<file path="config.mk">
export PLATFORM = sky130hd
export DESIGN_NAME = id_ex_operand_stage
export DESIGN_NICKNAME = d
export VERILOG_FILES = /design/src/rtl/id_ex_operand_stage.sv
export SDC_FILE = /design/constraint.sdc
export NUM_CORES = 1
export LEC_CHECK = 0
export BUFFER_PORTS_ARGS = -buffer_cell sky130_fd_sc_hd__buf_4
export CAP_MARGIN = 20
export CORE_AREA = 2 2 221 223
export CTS_CLUSTER_SIZE = 14
export DETAILED_ROUTE_END_ITERATION = 7
export DIE_AREA = 0 0 223 225
export GPL_TIMING_DRIVEN = 0
export SLEW_MARGIN = 20
export SYNTH_ARGS = -nofsm -noshare
export SYNTH_HDL_FRONTEND = slang
export SYNTH_SLANG_ARGS = --single-unit
</file>
<file path="constraint.sdc">
create_clock -name clk -period 3.1 [get_ports clk]
set_input_delay 0.465 -clock clk [delete_from_list [all_inputs] [get_ports clk]]
set_output_delay 0.465 -clock clk [all_outputs]
set_load 0.02 [all_outputs]
</file>
<file path="src/rtl/id_ex_operand_stage.sv">
// ID/EX pipeline register feeding the 64-bit ALU: decodes the ALU operation at capture,
// forwards EX/MEM and MEM/WB results onto the operands, and inserts load-use bubbles.
module id_ex_operand_stage #(
    parameter int XLEN = 64,
    parameter int RA_W = 5
) (
    input  logic            clk,
    input  logic            reset,
    input  logic            in_valid,
    output logic            in_ready,
    input  logic [XLEN-1:0] in_rs1_data,
    input  logic [XLEN-1:0] in_rs2_data,
    input  logic [XLEN-1:0] in_imm,
    input  logic [RA_W-1:0] in_rs1,
    input  logic [RA_W-1:0] in_rs2,
    input  logic [RA_W-1:0] in_rd,
    input  logic [1:0]      in_aluop,
    input  logic [2:0]      in_funct3,
    input  logic            in_f7b30,
    input  logic            in_rtype,
    input  logic            in_alusrc,
    input  logic [4:0]      in_ctrl,
    input  logic            exm_regwrite,
    input  logic [RA_W-1:0] exm_rd,
    input  logic [XLEN-1:0] exm_result,
    input  logic            mwb_regwrite,
    input  logic [RA_W-1:0] mwb_rd,
    input  logic [XLEN-1:0] mwb_result,
    input  logic            flush,
    output logic            out_valid,
    input  logic            out_ready,
    output logic [XLEN-1:0] alu_a,
    output logic [XLEN-1:0] alu_b,
    output logic [3:0]      alu_op,
    output logic [XLEN-1:0] store_data,
    output logic [RA_W-1:0] out_rd,
    output logic [4:0]      out_ctrl
);

    localparam int CTRL_MEMREAD = 3;

    logic            r_valid;
    logic [XLEN-1:0] r_rs1_data;
    logic [XLEN-1:0] r_rs2_data;
    logic [XLEN-1:0] r_imm;
    logic [RA_W-1:0] r_rs1;
    logic [RA_W-1:0] r_rs2;
    logic [RA_W-1:0] r_rd;
    logic            r_alusrc;
    logic [4:0]      r_ctrl;
    logic [3:0]      r_alu_op;

    logic            w_hazard;
    logic [3:0]      w_alu_op;
    logic [XLEN-1:0] w_fwd_rs1;
    logic [XLEN-1:0] w_fwd_rs2;

    // NOTE: every branch of a combinational block must assign its outputs; the default first keeps it latch-free.
    always_comb begin
        w_alu_op = 4'b0010;
        unique case (in_aluop)
            2'b01: w_alu_op = 4'b0110;
            2'b10: begin
                unique case (in_funct3)
                    3'b000:  w_alu_op = (in_rtype && in_f7b30) ? 4'b0110 : 4'b0010;
                    3'b111:  w_alu_op = 4'b0000;
                    3'b110:  w_alu_op = 4'b0001;
                    3'b001:  w_alu_op = 4'b1000;
                    default: w_alu_op = 4'b0010;
                endcase
            end
            default: w_alu_op = 4'b0010;
        endcase
    end

    // A load in EX cannot supply its data to the very next instruction; stall it one cycle.
    assign w_hazard = r_valid && r_ctrl[CTRL_MEMREAD] && (r_rd != '0) && in_valid &&
                      ((in_rs1 == r_rd) || (in_rs2 == r_rd));

    assign in_ready = flush || (out_ready && !w_hazard);

    // NOTE: sequential state uses non-blocking assignments so all registers update together at the edge.
    always_ff @(posedge clk) begin
        if (reset) begin
            r_valid    <= 1'b0;
            r_rs1_data <= '0;
            r_rs2_data <= '0;
            r_imm      <= '0;
            r_rs1      <= '0;
            r_rs2      <= '0;
            r_rd       <= '0;
            r_alusrc   <= 1'b0;
            r_ctrl     <= '0;
            r_alu_op   <= '0;
        end else if (flush) begin
            r_valid <= 1'b0;
            r_ctrl  <= '0;
        end else if (!out_ready) begin
            r_valid <= r_valid;
        end else if (w_hazard) begin
            r_valid <= 1'b0;
            r_ctrl  <= '0;
        end else begin
            r_valid    <= in_valid;
            r_rs1_data <= in_rs1_data;
            r_rs2_data <= in_rs2_data;
            r_imm      <= in_imm;
            r_rs1      <= in_rs1;
            r_rs2      <= in_rs2;
            r_rd       <= in_rd;
            r_alusrc   <= in_alusrc;
            r_ctrl     <= in_valid ? in_ctrl : 5'b0;
            r_alu_op   <= w_alu_op;
        end
    end

    // x0 is hard-wired zero, so a write targeting it must never be forwarded.
    always_comb begin
        w_fwd_rs1 = r_rs1_data;
        if (r_rs1 != '0 && exm_regwrite && exm_rd == r_rs1)
            w_fwd_rs1 = exm_result;
        else if (r_rs1 != '0 && mwb_regwrite && mwb_rd == r_rs1)
            w_fwd_rs1 = mwb_result;
    end

    always_comb begin
        w_fwd_rs2 = r_rs2_data;
        if (r_rs2 != '0 && exm_regwrite && exm_rd == r_rs2)
            w_fwd_rs2 = exm_result;
        else if (r_rs2 != '0 && mwb_regwrite && mwb_rd == r_rs2)
            w_fwd_rs2 = mwb_result;
    end

    assign out_valid  = r_valid;
    assign alu_a      = w_fwd_rs1;
    assign alu_b      = r_alusrc ? r_imm : w_fwd_rs2;
    assign store_data = w_fwd_rs2;
    assign alu_op     = r_alu_op;
    assign out_rd     = r_rd;
    assign out_ctrl   = r_ctrl;

endmodule
</file>
==> summary.md, run 1 <==
| Metric | Value |
|---|---|
| Failing checks | negative setup slack |
| CTS buffer count | 29 |
| CP startpoint kind | register |
| Yosys reg bits | 218 |
| Final WS setup | -255 ps |
| WL per Instance | 24.4 µm |
| Hold_buf cts | 0 |
| Dpl cells | 2,787 |
| Mapped Area | 13,800 µm² |
| Top cells by area, synth | dfxtp_1, mux2i_1, nand2b_1 |
| Vias in the first global route | 15,200 |
| Via/cell ratio | 5.08 |
| Layout cells sized above 1 | 42.2% |
| CTS clk-pin slew, worst paths | 60 ps |
| Commonest cells in the synthesized netlist | nand2b_1, mux2i_1, dfxtp_1 |
| Initial antenna violation count | 5 |
| Largest net degree at the start of global routing | 14 |
| DP HPWL | 54,000 µm |
| Aggregate routed wire length | 71,200 µm |
| # IOs | 573 |
| Area delta synth->final | 63.4% |
| CTS Root Cell | clkbuf_16 |
| Synthesized Nets | 1,968 |
| H-tree depth | 1 |
| Synth top area share | 31.5% |
| Die height | 225 µm |
| Die X-Extent | 223 µm |
| I/O Buffers | 570 |
| Fin cells | 2,916 |
| Max_slew headroom | 27.5% |
| WS Path Type | register to primary output |
| RD Place Congestion | 0.931 |
| Sequential share of the synthesized area | 31.5% |
| Final Hold Viols | 0 |
| Power Density | 402 nW/µm² |
| Most common cell in the synthesized netlist | nand2b_1 |
| Max Root-Sink Buffers | 3 |
| All-layer global routing usage | 26.6% |
| Remaining global-route overflow | 0 |
| Critical path arrival | 2890 ps |
| Final nets | 2,644 |
| Residual DRC | 0 |
| Initial Utilization | 29.1% |
| Post-Synthesis Mean Instance Area | 8.64 µm² |
| Leak Pwr | 9.10 nW |
| Drt first-iter violations | 790 |
| Max VDD drop | 255 µV |
| Worst Hold Class | input port to register |
| RSZ-0062 raised after global routing | true |
| Crit Path Max Fanout | 5 |
| Crit. End Element | primary output |
| Async S/R FF share, synth | 0% |
| CTS sink cnt | 218 |
| ANT nets after route | 0 |
| Clk Latency, worst-skew pair | 570 ps |
| Yosys cell types | 41 |
| Post-synth top area cell | dfxtp_1 |
| Total iterations of the first detailed-routing run | 5 |
| Crit path time final | 3360 ps |
| Vias | 14,800 |
| Primary FF master, synth | dfxtp_1 |
| Period utilisation layout | 108% |
| Final Max Tran Viols | 0 |
| MaxCap Viol Count | 0 |
| CTS tree | yes |
| F_max | 0.298 GHz |
| Clock skew | 21.4 ps |
| Synthesized instance count | 1,601 |
| First-pass GRT wire length | 99,600 µm |
| CP required | 2630 ps |
| Status | finished with violations |
| Core outline area | 47,500 µm² |
| Rows | 80 |
| Die Area | 50,200 µm² |
| Fin Hold WS | 164 ps |
| Setup Viol. Count Final | 108 |
| Post-synth EDFFs | 0 |
| Worst-Margin Slew | 1090 ps |
| Synth warn | 0 |
-- worst max-delay path, cell delays in order, from the launching register on --
cell and delay (ps):
dfxtp_4 350, or4_4 580, o211ai_4 290, buf_12 170
buf_12 130, buf_8 140, o21ai_2 60, a31oi_1 260
mux2_2 210, buf_6 130
-- metal layers --
metal,global-route usage (%),vias to the layer above,part of all wire (%)
met5,0,-,0.025
met2,48.4,633,50
met1,31.8,7149,40
met3,5.32,114,7.1
met4,7.04,4,3.2
li1,-,6899,-
-- final timing paths --
check	startpoint	depth (start not counted)	endpoint	slack, ps
max reg2reg	out_rd[0]	6	r_rs2_data[32]	660
max	r_rs2[0]	9	alu_b[24]	-260
min	in_imm[13]	3	r_imm[13]	160
min reg2reg	r_rs2_data[43]	2	r_rs2_data[43]	470
-- kinds of logic (layout without fill, tap and decap cells) --
logic type	Yosys count	in the layout	share of synthesized area, %
flip-flops	218	218	31.5
buffers and inverters	150	846	5.41
other	0	4	0
adder cells (fa/ha/maj)	2	2	0.181
AO/OA/AOI/OAI	214	214	8.94
XOR/XNOR	30	30	1.90
AND/OR/NAND/NOR	647	647	26.8
multiplexers	340	340	25.2
-- layout by cell type, fill, tap and decap left out, drive strengths merged --
master and n:
buf 708, nand2b 426, mux2i 275, dfxtp 218, o21ai 131, clkbuf 127, nor3 67, nand2 66
nand3 65, mux2 65, a31oi 64, xnor2 16, xor2 14, nor2 7, a21oi 6, o2111ai 6
nand4 5, bufinv 5, diode 4, clkinv 3, or4 3, o211ai 3, inv 2, nor4 2
nor2b 2, ha 2, or2 2, and4 1, o211a 1, a22oi 1, o21a 1, nand4b 1
a311oi 1, clkinvlp 1
-- where the power goes --
group / leakage (nW) / total, mW / switching [mW] / internal (mW)
sequential: 1.79 / 3.05 / 0.109 / 2.94
clock: 0.503 / 3.70 / 1.40 / 2.31
combinational: 6.81 / 2.32 / 1.16 / 1.16
total: 9.10 / 9.08 / 2.66 / 6.42
-- per-stage QoR --
step	setup WS (ps)	util, %	cell area (µm²)	TNS (ps)	total power [mW]
CTS	-246	45.0	21400	-19420	9.02
global route	-301	47.5	22600	-23870	9.38
detailed placement	-607	39.7	18900	-14480	5.08
global placement	-605	39.7	18900	-44490	5.06
finish	-255	47.6	22600	-15740	9.08
floorplan	440	-	13800	0	4.04
-- final cells by class --
class / count / area, µm²
fill: 4567 / 24900
multi-input combinational: 1233 / 9840
timing repair buffer: 646 / 5420
sequential: 218 / 4380
buffer: 147 / 1150
clock buffer: 42 / 855
tap: 615 / 769
clock inverter: 9 / 173
antenna: 4 / 10.0
inverter: 2 / 7.51
-- registers in the layout, summed over array words and instances, names as in the netlist --
signal / count
alu_op: 4
out_ctrl: 5
out_rd: 5
out_valid: 1
r_alusrc: 1
r_imm: 64
r_rs1: 5
r_rs1_data: 64
r_rs2: 5
r_rs2_data: 64
-- timing repair --
action | in CTS | in global routing
setup endpoints to repair | 192 | 164
pin swaps | 54 | 25
resized for setup | 308 | 249
gates cloned | 4 | 6
setup buffers | 55 | 12
Power figures use the tool's default switching activity.
==> run 2, diff against run 1 <==
Settings changed: CAP_MARGIN 20 to not set, CORE_AREA 2 2 221 223 to 2 2 226 228, DIE_AREA 0 0 223 225 to 0 0 228 230, SLEW_MARGIN 20 to not set.
Clock period 3.1 ns to 2.8 ns, I/O delays scaled along.
==> run 2 against run 1 <==
Effect of this change: cell area increased by 7.0%; the flow still finishes with violations (negative setup slack); power is 10% higher; worst hold slack worse by 49 ps; via count increased by 3.0%; largest power group unchanged; critical path depth stayed put; cell count rose by 3.3%; global-route usage decreased by 1.4 points; setup slack got worse by 250 ps; clock skew decreased by 8.6 ps.
==> summary.md, run 2 (synthesized netlist as in run 1, its figures left out) <==
| Metric | Value |
|---|---|
| Most frequent cells in the layout | buf_4, nand2b_1, mux2i_1 |
| Drt first-iter violations | 1,037 |
| I/O Buffers | 570 |
| Vias | 15,200 |
| Aggregate routed wire length | 73,700 µm |
| Final nets | 2,683 |
| F_max | 0.303 GHz |
| ANT nets after route | 0 |
| Most common cell after layout, fill and taps aside | buf_4 |
| Residual DRC | 0 |
| Worst Hold Class | input port to register |
| Final WS setup | -504 ps |
| Slowest stage delay, CP | 600 ps |
| Post-DP Area | 19,000 µm² |
| Register Area | 4390 µm² |
| Dpl cells | 2,843 |
| Remaining global-route overflow | 0 |
| Place WS | -901 ps |
| Multi-input gate area | 10,400 µm² |
| Initial antenna violation count | 4 |
| Core outline area | 49,900 µm² |
| Max Root-Sink Buffers | 3 |
| Die height | 230 µm |
| Crit-path cells | or4_4 > o211ai_4 > buf_6 > buf_12 > buf_12 > nor3_4 > a31oi_2 > mux2_4 > buf_6 |
| Worst path top cell family by delay | simple AND/OR/NAND/NOR gates |
| Die X-Extent | 228 µm |
| Initial Utilization | 27.7% |
| Final Hold Viols | 0 |
| CTS buffer count | 29 |
| Status | finished with violations |
| Vias in the first global route | 15,200 |
| CP startpoint kind | register |
| Max_slew headroom | 18.4% |
| Worst path bufs/invs | 4 |
| CTS clk-pin slew, worst paths | 60 ps |
| Clk Latency, worst-skew pair | 570 ps |
| Final Max Tran Viols | 0 |
| Area delta synth->final | 74.8% |
| Largest regs | r_imm x64, r_rs1_data x64, r_rs2_data x64 |
| RSZ-0062 raised after global routing | true |
| Crit path time final | 3300 ps |
| Fin cells | 3,011 |
| RD Place Congestion | 0.964 |
| Die Area | 52,400 µm² |
| Max VDD drop | 409 µV |
| Failing checks | negative setup slack |
| Setup Viol. Count Final | 192 |
| Total iterations of the first detailed-routing run | 5 |
| # IOs | 573 |
| WS Path Type | register to primary output |
| CTS Root Cell | clkbuf_16 |
| Via/cell ratio | 5.06 |
| Critical path arrival | 2880 ps |
| MaxCap Viol Count | 0 |
| Leak Pwr | 9.74 nW |
| Power Density | 415 nW/µm² |
| CP max stage cell | or4_4 |
| First-pass GRT wire length | 100,000 µm |
| DP HPWL | 52,400 µm |
| Setup_tns | -69,530 ps |
| Clock skew | 12.8 ps |
| Crit Path Max Fanout | 5 |
| Period utilisation layout | 118% |
| Layout cells sized above 1 | 46.4% |
| CP required | 2380 ps |
| Filler cells | 4,669 |
| Final Cell Area | 24,200 µm² |
| Rows | 82 |
| Worst-Margin Slew | 1220 ps |
| All-layer global routing usage | 25.2% |
| H-tree depth | 1 |
| CTS tree | yes |
| WL per Instance | 24.5 µm |
| Largest net degree at the start of global routing | 14 |
| CTS sink cnt | 218 |
| Crit. End Element | primary output |
-- run 2: cell count changes in the layout (fill, tap and decap cells not counted), sizes merged --
cell | previous run | this run
buf | 708 | 735
clkinv | 3 | 5
diode | 4 | 2
clkbuf | 127 | 139
clkinvlp | 1 | 2
bufinv | 5 | 3
-- run 2: stage by stage --
stage | hold slack [ps] | util [%] | total power [mW]
after global placement | 454 | 38.0 | 5.58
after global routing | 94.7 | 48.5 | 10.4
after CTS | 80.1 | 43.9 | 9.78
after floorplan | 445 | - | 4.47
final | 115 | 48.5 | 10.0
after detailed placement | 461 | 38.0 | 5.60
-- run 2: cell type report --
class	count	area share [%]
diodes	2	0.0207
plain buffers	146	5.11
clock buffers	42	3.41
clock inverters	10	0.538
inverters	2	0.0310
multi-input cells	1233	43.0
flip-flops and latches	218	18.1
well taps	672	3.48
repair buffers	686	26.3
-- run 2: worst min-delay path, stage by stage --
cell and delay [ps]:
buf_4 110, nand2b_1 60, mux2i_1 60
-- run 2: routing by layer --
layer	global-route usage, %	share of wire (%)	wire length [µm]
met1	30.7	41	30100
met2	44.2	49	35800
met3	6.63	7.7	5660
met4	6.29	2.8	2100
met5	0	0.062	46
-- run 2: path summary, 6_finish.rpt --
check            startpoint              to  slack, ps  cells past startpoint
min              in_imm[33]       r_imm[33]        120                      3
min reg2reg  r_rs2_data[29]  r_rs2_data[29]        470                      2
max reg2reg       out_rd[2]       alu_op[1]        200                      5
max                r_rs2[2]       alu_b[30]       -500                      9
-- run 2: timing repair --
| action | 4_1_cts | 5_1_grt |
|---|---|---|
| pin swaps | 39 | 35 |
| buffers inserted | 71 | 18 |
| gates cloned | 8 | 23 |
| setup endpoints to repair | 195 | 215 |
| hold buffers | 0 | 0 |
| gates resized for setup | 339 | 451 |
-- run 2: power by group --
group | switching (mW) | internal, mW | total (mW) | leakage [nW]
logic | 1.36 | 1.42 | 2.78 | 7.48
registers | 0.121 | 3.26 | 3.38 | 1.79
clock network | 1.57 | 2.30 | 3.87 | 0.465
total | 3.05 | 6.98 | 10.0 | 9.74
==> run 3, diff against run 2 <==
Settings changed: GPL_TIMING_DRIVEN 0 to not set.
==> run 3 against run 2 <==
Effect of this change: the run still ends with negative setup slack left; non-clock buffer count down 84; combinational power down 5%; maximum frequency up 2.2%; sequential share of layout area up 0.29 points; global-route usage down 0.59 points; register-to-register slack better by 50 ps; worst hold slack better by 23 ps; setup slack better by 70 ps; critical path depth unchanged; first-iteration DRC count up 0.77%; cell area down 1.6%; sequential power about the same; largest power group unchanged.
==> summary.md, run 3 (synthesized netlist as in run 1, its figures left out) <==
| Metric | Value |
|---|---|
| Most frequent cell on the critical path | buf_8 |
| Final nets | 2,597 |
| # IOs | 573 |
| Multi-input gate area | 10,300 µm² |
| First-pass GRT wire length | 97,800 µm |
| Critical path arrival | 2810 ps |
| Final WS setup | -435 ps |
| CTS tree | yes |
| Remaining global-route overflow | 0 |
| Clk Latency, worst-skew pair | 540 ps |
| RSZ-0062 raised after global routing | true |
| Hold_buf cts | 0 |
| Core outline area | 49,900 µm² |
| Final Max Tran Viols | 0 |
| H-tree depth | 1 |
| DP HPWL | 43,400 µm |
| Worst-Margin Slew | 836 ps |
| Final Hold Viols | 0 |
| Largest net degree at the start of global routing | 141 |
| F_max | 0.309 GHz |
| Crit Path Max Fanout | 6 |
| Initial antenna violation count | 0 |
| Initial Utilization | 27.7% |
| Aggregate routed wire length | 72,200 µm |
| Most common cell after layout, fill and taps aside | buf_4 |
| CP max stage cell | or4_4 |
| Die Area | 52,400 µm² |
| Clock skew | 9.35 ps |
| Slowest stage delay, CP | 570 ps |
| Die X-Extent | 228 µm |
| Period utilisation layout | 116% |
| Crit path time final | 3230 ps |
| Power Density | 428 nW/µm² |
| Setup_tns | -50,260 ps |
| Crit-path cells | or4_4 > o211ai_4 > buf_8 > buf_8 > buf_16 > o21ai_1 > a31oi_1 > mux2_4 > buf_6 |
| Register Area | 4390 µm² |
| Status | finished with violations |
| WS Path Type | register to primary output |
| ANT nets after route | 0 |
| Vias in the first global route | 15,100 |
| RD Place Congestion | 0.992 |
| Total Power | 10.2 mW |
| Fin Hold WS | 138 ps |
| Place WS | 35.3 ps |
| Setup Viol. Count Final | 192 |
| CP startpoint kind | register |
| Largest regs | r_imm x64, r_rs1_data x64, r_rs2_data x64 |
| I/O Buffers | 572 |
| Residual DRC | 0 |
| Crit. End Element | primary output |
| CTS Root Cell | clkbuf_16 |
| Leak Pwr | 9.71 nW |
| Total iterations of the first detailed-routing run | 6 |
| Number of diodes | 0 |
| Rows | 82 |
| WL per Instance | 24.7 µm |
| Die height | 230 µm |
| Max Root-Sink Buffers | 3 |
| CTS buffer count | 27 |
| Layout cells sized above 1 | 47.9% |
| Vias | 15,000 |
| Worst Hold Class | input port to register |
| CTS clk-pin slew, worst paths | 60 ps |
| CTS sink cnt | 218 |
| Via/cell ratio | 5.15 |
| MaxCap Viol Count | 0 |
| All-layer global routing usage | 24.7% |
| Failing checks | negative setup slack |
| Max_slew headroom | 44.2% |
| Filler cells | 4,649 |
| Area delta synth->final | 72.0% |
| Drt first-iter violations | 1,045 |
| Max VDD drop | 327 µV |
| Most frequent cells in the layout | buf_4, nand2b_1, mux2i_1 |
| CP required | 2380 ps |
[run 3: cell count changes in the layout (fill, tap and decap cells not counted), moves of 15 or more]
cell	delta
clkbuf_1	-65
buf_6	-58
nor3_1	+48
buf_4	+43
nand2_1	-29
nor3_2	-28
nand2_4	+25
o21ai_1	-22
buf_16	+21
mux2_4	-20
nor3_4	-20
mux2_2	+18
clkbuf_16	-17
a31oi_4	-15
[run 3: worst paths after layout]
path | cells past startpoint | to | from | slack (ps)
max | 9 | alu_b[24] | r_rs2[1] | -430
min | 3 | r_alusrc | in_alusrc | 140
max reg2reg | 7 | r_rs1_data[6] | out_rd[1] | 250
min reg2reg | 2 | r_rs2_data[46] | r_rs2_data[46] | 470
[run 3: layout make-up]
| cell class | count | share of cell area, % |
|---|---|---|
| sequential | 218 | 18.4 |
| clock inverter | 9 | 0.925 |
| tap | 672 | 3.53 |
| multi-input combinational | 1233 | 43.2 |
| timing repair buffer | 748 | 30.4 |
| inverter | 2 | 0.0316 |
| clock buffer | 40 | 3.51 |
[run 3: routing by layer]
| metal | vias up | share of wire (%) | track usage (%) |
|---|---|---|---|
| li1 | 6801 | - | - |
| met1 | 7265 | 39 | 29.4 |
| met2 | 790 | 48 | 42.1 |
| met3 | 187 | 8.4 | 5.69 |
| met4 | 0 | 4.5 | 11.2 |
| met5 | - | 0 | 0 |
[run 3: report_power, final]
group	internal, mW	switching, mW
registers	3.26	0.127
clock network	2.69	1.47
logic	1.36	1.29
total	7.31	2.88
[run 3: timing repair]
action / 4_1_cts / 5_1_grt
endpoints found under the setup margin: 193 / 193
cloned: 27 / 10
pin swaps: 33 / 102
buffers inserted: 36 / 54
resized for setup: 286 / 314
[run 3: worst max-delay path: cells and delay by family (launching register included)]
| kind | cells | cell delay (ps) |
|---|---|---|
| multiplexers | 1 | 200 |
| AND/OR/NAND/NOR | 1 | 570 |
| buffers and inverters | 4 | 590 |
| AO/OA/AOI/OAI | 3 | 590 |
| flip-flops | 1 | 320 |
[run 3: stage by stage]
step                      instances  area, µm²  utilization (%)
after floorplan                1601      13800                -
after global placement         2757      19000             38.1
after detailed placement       2757      19000             38.1
after CTS                      2869      22200             44.4
after global routing           2922      23800             47.7
final                          2922      23800             47.7
